==> config.mk <==
export PLATFORM = sky130hd
export DESIGN_NAME = edge_event_scheduler
export DESIGN_NICKNAME = d
export VERILOG_FILES = /design/src/rtl/edge_event_scheduler.sv
export SDC_FILE = /design/constraint.sdc
export NUM_CORES = 1
export LEC_CHECK = 0
export CAP_MARGIN = 20
export CORE_ASPECT_RATIO = 1.4
export CORE_MARGIN = 2
export CORE_UTILIZATION = 47
export CTS_BUF_LIST = sky130_fd_sc_hd__clkbuf_16
export DETAILED_ROUTE_END_ITERATION = 7
export GPL_ROUTABILITY_DRIVEN = 0
export PLACE_DENSITY = 0.77
export SLEW_MARGIN = 20
export SYNTH_ARGS = -nofsm -noshare
export SYNTH_HDL_FRONTEND = slang
export SYNTH_SLANG_ARGS = --single-unit
==> constraint.sdc <==
create_clock -name clk -period 1.9 [get_ports clk]
set_clock_uncertainty 0.1 [all_clocks]
set_input_delay 0.19 -clock clk [delete_from_list [all_inputs] [get_ports clk]]
set_output_delay 0.19 -clock clk [all_outputs]
set_load 0.1 [all_outputs]
==> src/rtl/edge_event_scheduler.sv <==
// Multi-channel edge event scheduler: per-channel edge detection with coalescing
// pending slots, shared through a round-robin arbiter onto one registered valid/ready port.
module edge_event_scheduler #(
    parameter int CHANNELS = 4,
    parameter int CW       = (CHANNELS > 1) ? $clog2(CHANNELS) : 1
) (
    input  logic                clk,
    input  logic                reset_low,
    input  logic [CHANNELS-1:0] level,
    input  logic [CHANNELS-1:0] pos_enable,
    input  logic [CHANNELS-1:0] neg_enable,
    output logic                event_valid,
    input  logic                event_ready,
    output logic [CW-1:0]       event_channel,
    output logic                event_rising,
    output logic [CHANNELS-1:0] overflow,
    input  logic [CHANNELS-1:0] overflow_clear,
    output logic                busy
);

    logic [CHANNELS-1:0] r_previous;
    logic [CHANNELS-1:0] r_pending;
    logic [CHANNELS-1:0] r_pend_rise;
    logic [CHANNELS-1:0] r_overflow;
    logic [CW-1:0]       r_last_grant;
    logic                r_valid;
    logic [CW-1:0]       r_channel;
    logic                r_rising;

    logic [CHANNELS-1:0] w_rise;
    logic [CHANNELS-1:0] w_fall;
    logic [CHANNELS-1:0] w_edge;
    logic [CHANNELS-1:0] w_grant;
    logic [CHANNELS-1:0] w_coalesce;
    logic                w_load;
    logic                w_found_hi;
    logic                w_found_lo;
    logic [CW-1:0]       w_idx_hi;
    logic [CW-1:0]       w_idx_lo;
    logic                w_rise_hi;
    logic                w_rise_lo;
    logic                w_found;
    logic [CW-1:0]       w_gnt_idx;
    logic                w_gnt_rise;

    assign w_rise     = level & ~r_previous & pos_enable;
    assign w_fall     = ~level & r_previous & neg_enable;
    assign w_edge     = w_rise | w_fall;
    assign w_load     = !r_valid || event_ready;
    // A channel granted this cycle hands its old event out, so a fresh edge there is not a coalesce.
    assign w_coalesce = w_edge & r_pending & ~w_grant;

    // Round-robin: first pending index above last_grant wins, else wrap to the lowest pending.
    always_comb begin
        w_found_hi = 1'b0;
        w_found_lo = 1'b0;
        w_idx_hi   = '0;
        w_idx_lo   = '0;
        w_rise_hi  = 1'b0;
        w_rise_lo  = 1'b0;
        for (int i = 0; i < CHANNELS; i++) begin
            if (r_pending[i]) begin
                if (i > int'(r_last_grant)) begin
                    if (!w_found_hi) begin
                        w_found_hi = 1'b1;
                        w_idx_hi   = CW'(i);
                        w_rise_hi  = r_pend_rise[i];
                    end
                end else if (!w_found_lo) begin
                    w_found_lo = 1'b1;
                    w_idx_lo   = CW'(i);
                    w_rise_lo  = r_pend_rise[i];
                end
            end
        end
        w_found    = w_found_hi | w_found_lo;
        w_gnt_idx  = w_found_hi ? w_idx_hi  : w_idx_lo;
        w_gnt_rise = w_found_hi ? w_rise_hi : w_rise_lo;
    end

    always_comb begin
        w_grant = '0;
        for (int i = 0; i < CHANNELS; i++) begin
            w_grant[i] = w_load && w_found && (w_gnt_idx == CW'(i));
        end
    end

    always_ff @(posedge clk or negedge reset_low) begin
        if (!reset_low) begin
            r_previous   <= '0;
            r_pending    <= '0;
            r_pend_rise  <= '0;
            r_overflow   <= '0;
            r_last_grant <= CW'(CHANNELS - 1);
            r_valid      <= 1'b0;
            r_channel    <= '0;
            r_rising     <= 1'b0;
        end else begin
            r_previous  <= level;
            r_pending   <= w_edge | (r_pending & ~w_grant);
            r_pend_rise <= w_rise | (~w_edge & r_pend_rise);
            r_overflow  <= (r_overflow & ~overflow_clear) | w_coalesce;
            if (w_load) begin
                r_valid <= w_found;
                if (w_found) begin
                    r_channel    <= w_gnt_idx;
                    r_rising     <= w_gnt_rise;
                    r_last_grant <= w_gnt_idx;
                end
            end
        end
    end

    assign event_valid   = r_valid;
    assign event_channel = r_channel;
    assign event_rising  = r_rising;
    assign overflow      = r_overflow;
    assign busy          = (|r_pending) | r_valid;

endmodule
==> results.cfg, run 1 <==
[global_routing]
grt_max_degree = 23
grt_pass1_wl_mm = 3.95
antenna_found_initial = 0
grt_pass1_vias = 941
grt_overflow = 0
grt.total_usage = 0.200

[timing]
drv_slew = 0
finalSetupTns_ps = 0
rsz0062_at_grt = false
max_clock_freq_ghz = 0.539
worst_pin_slew_ps = 406
hold_viol = 0
period_share = 0.976
max_slew_margin = 0.729
min_period_ps = 1850
setup_viol = 0
fin_ws_ps = 45.4

[yosys]
netlist_instances = 116
postSynthAreaPerCell_um2 = 9.39
synth_seq_cells = 22
syn-num-nets = 135
yosysWarnings = 0
yosysSeqAreaShare = 0.507
synth.area.top_cells = dfrtp_1 (46%), o21ai_0 (5.1%), dfstp_2 (4.8%)
netlist_area_mm2 = 0.00109
yosysTopAreaCellShare = 0.459
yosysTopAreaCell = dfrtp_1
ys_types = 34

[clock_network]
htreeDepth = 1
tritoncts = yes
worstSkewPairLatency_ps = 250
cts.sinks = 22
cts.clk_slew.worst_paths_ps = 60
root_buffer = clkbuf_16
clock_tree.buffer_depth = 2
numCtsBuffers = 3

[power_and_ir_drop]
switchingPower_mw = 1.18
netSwitchingFraction = 0.475
pwr_density_cell_mw_per_mm2 = 1670
intPower_mw = 1.31
totalPowerFinal_mw = 2.49
seq_power_share = 0.332
vdd_drop_max_mv = 1.19
power_frac_comb = 0.492
leakage_nw = 0.659
clock_power_share = 0.176

[place]
placement.io_buffers = 27
dp_hpwl_mm = 1.73
post-place-ws_ps = 145

[routing]
num_vias = 962
firstDrtPassIters = 4
avgRoutedWirePerCell_um = 13.7
final_antenna_net_count = 0
via_per_inst = 5.63
first_iter_violations = 13
drt-total-wl_mm = 2.35
drc_errors = 0

[worst_setup_path]
cp_data_required_time_ps = 1610
r2r_end = overflow[2]
regToRegSetupSlack_ps = 170
startpoint = r_pending[3]
endpoint = busy
worstSetupEndpointType = output pin
r2r_cells = 5
path_max_fanout = 7
worstReg2RegStart = r_last_grant[1]
worstPathArrival_ps = 1560
crit_path_start_kind = flop
critical_path_class = reg2out

[die]
ios = 28
die_w_um = 44.7
core.rowCount = 20
start_util = 0.501
core_area_mm2 = 0.00218
floorplan.die_area_mm2 = 0.00273
die_h_um = 61.0

[final_layout]
final_cell_mix = clkdlybuf4s50_1 (18), dfrtp_1 (17), inv_1 (14)
layout-drive-gt1-share = 0.208
nets = 169
n_antenna_cell = 0
layout_commonest_cell = clkdlybuf4s50_1
area_growth_pct = 36.5

[run]
max_cap_viol_count = 0

[worst_hold_path]
hold_class = in2async

[run_status]
outcome = completed
worst min path at each step:
stage,end
floorplan,event_channel[0]
global placement,r_pend_rise[1]
detailed placement,event_channel[1]
CTS,overflow[2]
global route,event_rising
finish,event_rising
Yosys cell counts:
cell type and n:
o22ai_2 1, a221o_1 1, o31ai_2 1, o21ai_1 2
or2b_1 1, buf_4 1, inv_1 14, nor2_1 12
a21o_2 1, nand3_1 2, o211ai_1 1, nand4_1 1
dfrtp_1 20, nor2_4 1, or2b_2 1, nand4b_1 1
a31oi_1 5, or3b_4 1, nor4b_1 1, dfstp_2 2
o221ai_2 1, o221ai_1 1, nor4_2 1, buf_2 1
a21oi_1 6, nand2_1 12, o211ai_2 1, nor2b_1 4
o21ai_0 11, a21o_1 1, a21bo_1 1, o22ai_1 3
nand2b_1 2, a31o_1 1
final cells by class:
class,count,area (µm²)
Fill cell,171,689
Sequential cell,22,557
Multi-Input combinational cell,78,482
Timing Repair Buffer,31,290
Clock buffer,3,75.1
Inverter,14,52.6
Tap cell,22,27.5
Clock inverter,1,3.75
critical path, cell delays in order, from the launching register on:
cell and delay, ps:
dfrtp_2 460, nor4_4 330, or2b_2 350, buf_12 170
routing by layer:
layer  track usage  vias up  wire length, µm
li1              -      472                -
met1         0.212      452              940
met2         0.364       31             1240
met3        0.0298        7              104
met4         0.117        0               63
met5             0        -                0
flip-flops by register name, indices dropped and copies added, names as in the netlist:
name and count:
event_valid 1, overflow 4, event_rising 1, r_pend_rise 4, r_previous 4, event_channel 2, r_last_grant 2, r_pending 4
cells by family after synthesis:
| kind of cell | after synthesis | synth area share |
|---|---|---|
| and+or+nand+nor | 40 | 0.195 |
| AOI/OAI and AO/OA | 38 | 0.238 |
| DFF | 22 | 0.507 |
| buffers and inverters | 16 | 0.0597 |
power groups by stage:
stage | clock, mW | combinational, mW | sequential [mW]
final | 0.438 | 1.22 | 0.827
after global placement | 0 | 1.17 | 0.806
after detailed placement | 0 | 1.20 | 0.815
after CTS | 0.451 | 1.21 | 0.825
after floorplan | 0 | 0.554 | 1.18
after global routing | 0.468 | 1.30 | 0.851
metrics by stage:
stage	hold WS [ps]	cells	util	instance area, µm²
5_1_grt	216	171	0.683	1490
6_report	188	171	0.683	1490
3_5_place_dp	382	165	0.634	1380
4_1_cts	198	169	0.676	1470
3_3_place_gp	374	165	0.634	1380
2_1_floorplan	-206	116	-	1090
what timing repair did:
action / in CTS / in global routing
gates resized for setup: 3 / 1
pin swaps: 0 / 1
hold buffers: 0 / 0
buffers inserted: 0 / 2
setup endpoints to repair: 1 / 1
Power figures use the tool's default switching activity.
==> run 2: changes to the inputs <==
Settings changed: TNS_END_PERCENT set to 20.
==> results of run 2 <==
Same layout as run 1: the final DEF is identical, and so are final timing and power.
==> run 3: changes to the inputs <==
Settings changed: CAP_MARGIN 20 to not set, CORE_MARGIN 2 to 4, GPL_TIMING_DRIVEN set to 0.
==> run 3 against run 2 <==
Cell count increased by 1.2%. Highest routed layer unchanged. Critical path type unchanged. Final area up 1.6%. Clock power decreased by 0.9%. Via count decreased by 1.6%.
==> results.cfg, run 3 (synthesized netlist as in run 1, its figures left out) <==
[power_and_ir_drop]
vdd_drop_max_mv = 1.06
pwr_density_cell_mw_per_mm2 = 1660
totalPowerFinal_mw = 2.51
leakage_nw = 0.677

[final_layout]
final_area_mm2 = 0.00151
layout_commonest_cell = dfrtp_1
layout-drive-gt1-share = 0.152
n_antenna_cell = 0
final_util = 0.686
final_cell_mix = dfrtp_1 (19), clkdlybuf4s50_1 (17), inv_1 (14), nand2_1 (12), nor2_1 (12)
nets = 171
final_cells = 173
area_growth_pct = 38.7

[global_routing]
grt_overflow = 0
grt.total_usage = 0.169
grt_pass1_wl_mm = 4.28
grt_max_degree = 23
grt_pass1_vias = 1014
antenna_found_initial = 0

[timing]
worst_pin_slew_ps = 959
period_share = 0.969
hold_viol = 0
max_clock_freq_ghz = 0.543
timing.hold.ws_ps = 328
max_slew_margin = 0.363
min_period_ps = 1840
drv_slew = 0
setup_viol = 0

[routing]
first_iter_violations = 25
via_per_inst = 5.47
drt-total-wl_mm = 2.45
num_vias = 947
final_antenna_net_count = 0
drc_errors = 0
firstDrtPassIters = 5
avgRoutedWirePerCell_um = 14.1

[worst_setup_path]
worstSetupEndpointType = output pin
crit_chain = buf_6 > nor4_4 > or2b_4 > buf_12
r2r_end = overflow[2]
critical_path_class = reg2out
cp_num_buf_inv = 2
r2r_cells = 6
path_max_fanout = 7
slowest_delay_ps = 370
cp_data_required_time_ps = 1610
regToRegSetupSlack_ps = 120
worstPathArrival_ps = 1550
crit_path_top_delay_cell = dfrtp_1
crit_family = simple AND/OR/NAND/NOR gates
worstReg2RegStart = r_last_grant[1]
crit_path_start_kind = flop

[place]
dp_hpwl_mm = 1.79
placed_area_mm2 = 0.00139
dp_cells = 165
placement.io_buffers = 27

[worst_hold_path]
hold_class = in2async

[clock_network]
htreeDepth = 1
tritoncts = yes
root_buffer = clkbuf_16
numCtsBuffers = 3
cts.sinks = 22
cts.clk_slew.worst_paths_ps = 50
worstSkewPairLatency_ps = 250
clock_tree.buffer_depth = 2

[die]
die_w_um = 48.7
die_h_um = 65.0
core.rowCount = 20
core_area_mm2 = 0.00220
ios = 28
start_util = 0.495
floorplan.die_area_mm2 = 0.00316

[run_status]
outcome = completed

[run]
max_cap_viol_count = 0
## run 3: cell types whose count changed in the layout (fill, tap and decap cells not counted)
| cell | change |
|---|---|
| buf_2 | +2 |
| buf_4 | -9 |
| buf_6 | +1 |
| clkdlybuf4s50_1 | -1 |
| dfrtp_1 | +2 |
| dfrtp_2 | -2 |
| dlygate4sd2_1 | +8 |
| dlygate4sd3_1 | +1 |
| or2b_2 | -1 |
| or2b_4 | +1 |
## run 3: what timing repair did
item                                    in CTS  in global routing
endpoints found under the setup margin       9                  1
hold buffers                                 0                  1
buffers inserted                             0                  3
pin swaps                                    0                  1
resized for setup                           14                  8
endpoints found under the hold margin        0                 20
## run 3: through the flow
| stage | worst slack, ps | setup TNS [ps] |
|---|---|---|
| 2_1_floorplan | 17.8 | 0 |
| 3_3_place_gp | -525 | -525 |
| 3_5_place_dp | -539 | -539 |
| 4_1_cts | -99.2 | -99.2 |
| 5_1_grt | -3.40 | -3.40 |
| 6_report | 58.7 | 0 |
## run 3: power by group
group	leakage (nW)	internal, mW	total [mW]	switching [mW]
registers	0.246	0.624	0.775	0.152
logic	0.392	0.410	1.30	0.885
clock network	0.0385	0.280	0.434	0.154
total	0.677	1.31	2.51	1.19
## run 3: layout make-up
class,instances,area [µm²]
plain buffers,2,16.3
clock buffers,3,75.1
clock inverters,1,3.75
fillers,178,691
inverters,14,52.6
multi-input cells,78,484
flip-flops and latches,22,554
well taps,22,27.5
repair buffers,31,298
## run 3: how the worst max path moves through the flow
stage / slack [ps] / to / startpoint / cells after the start
after floorplan: 20 / overflow[2] / event_valid / 4
after detailed placement: -540 / busy / r_pending[3] / 3
after global placement: -530 / busy / r_pending[3] / 3
after CTS: -100 / busy / r_pending[3] / 3
after global routing: -3 / busy / r_pending[2] / 4
final: 60 / busy / r_pending[2] / 4
## run 3: layer usage
metal | GRT usage | share of wire | wire, µm | up-vias
met2 | 0.309 | 0.54 | 1330 | 27
li1 | - | - | - | 478
met3 | 0.0368 | 0.058 | 143 | 5
met5 | 0 | 0 | 0 | -
met4 | 0.0707 | 0.013 | 32 | 0
met1 | 0.185 | 0.39 | 943 | 437
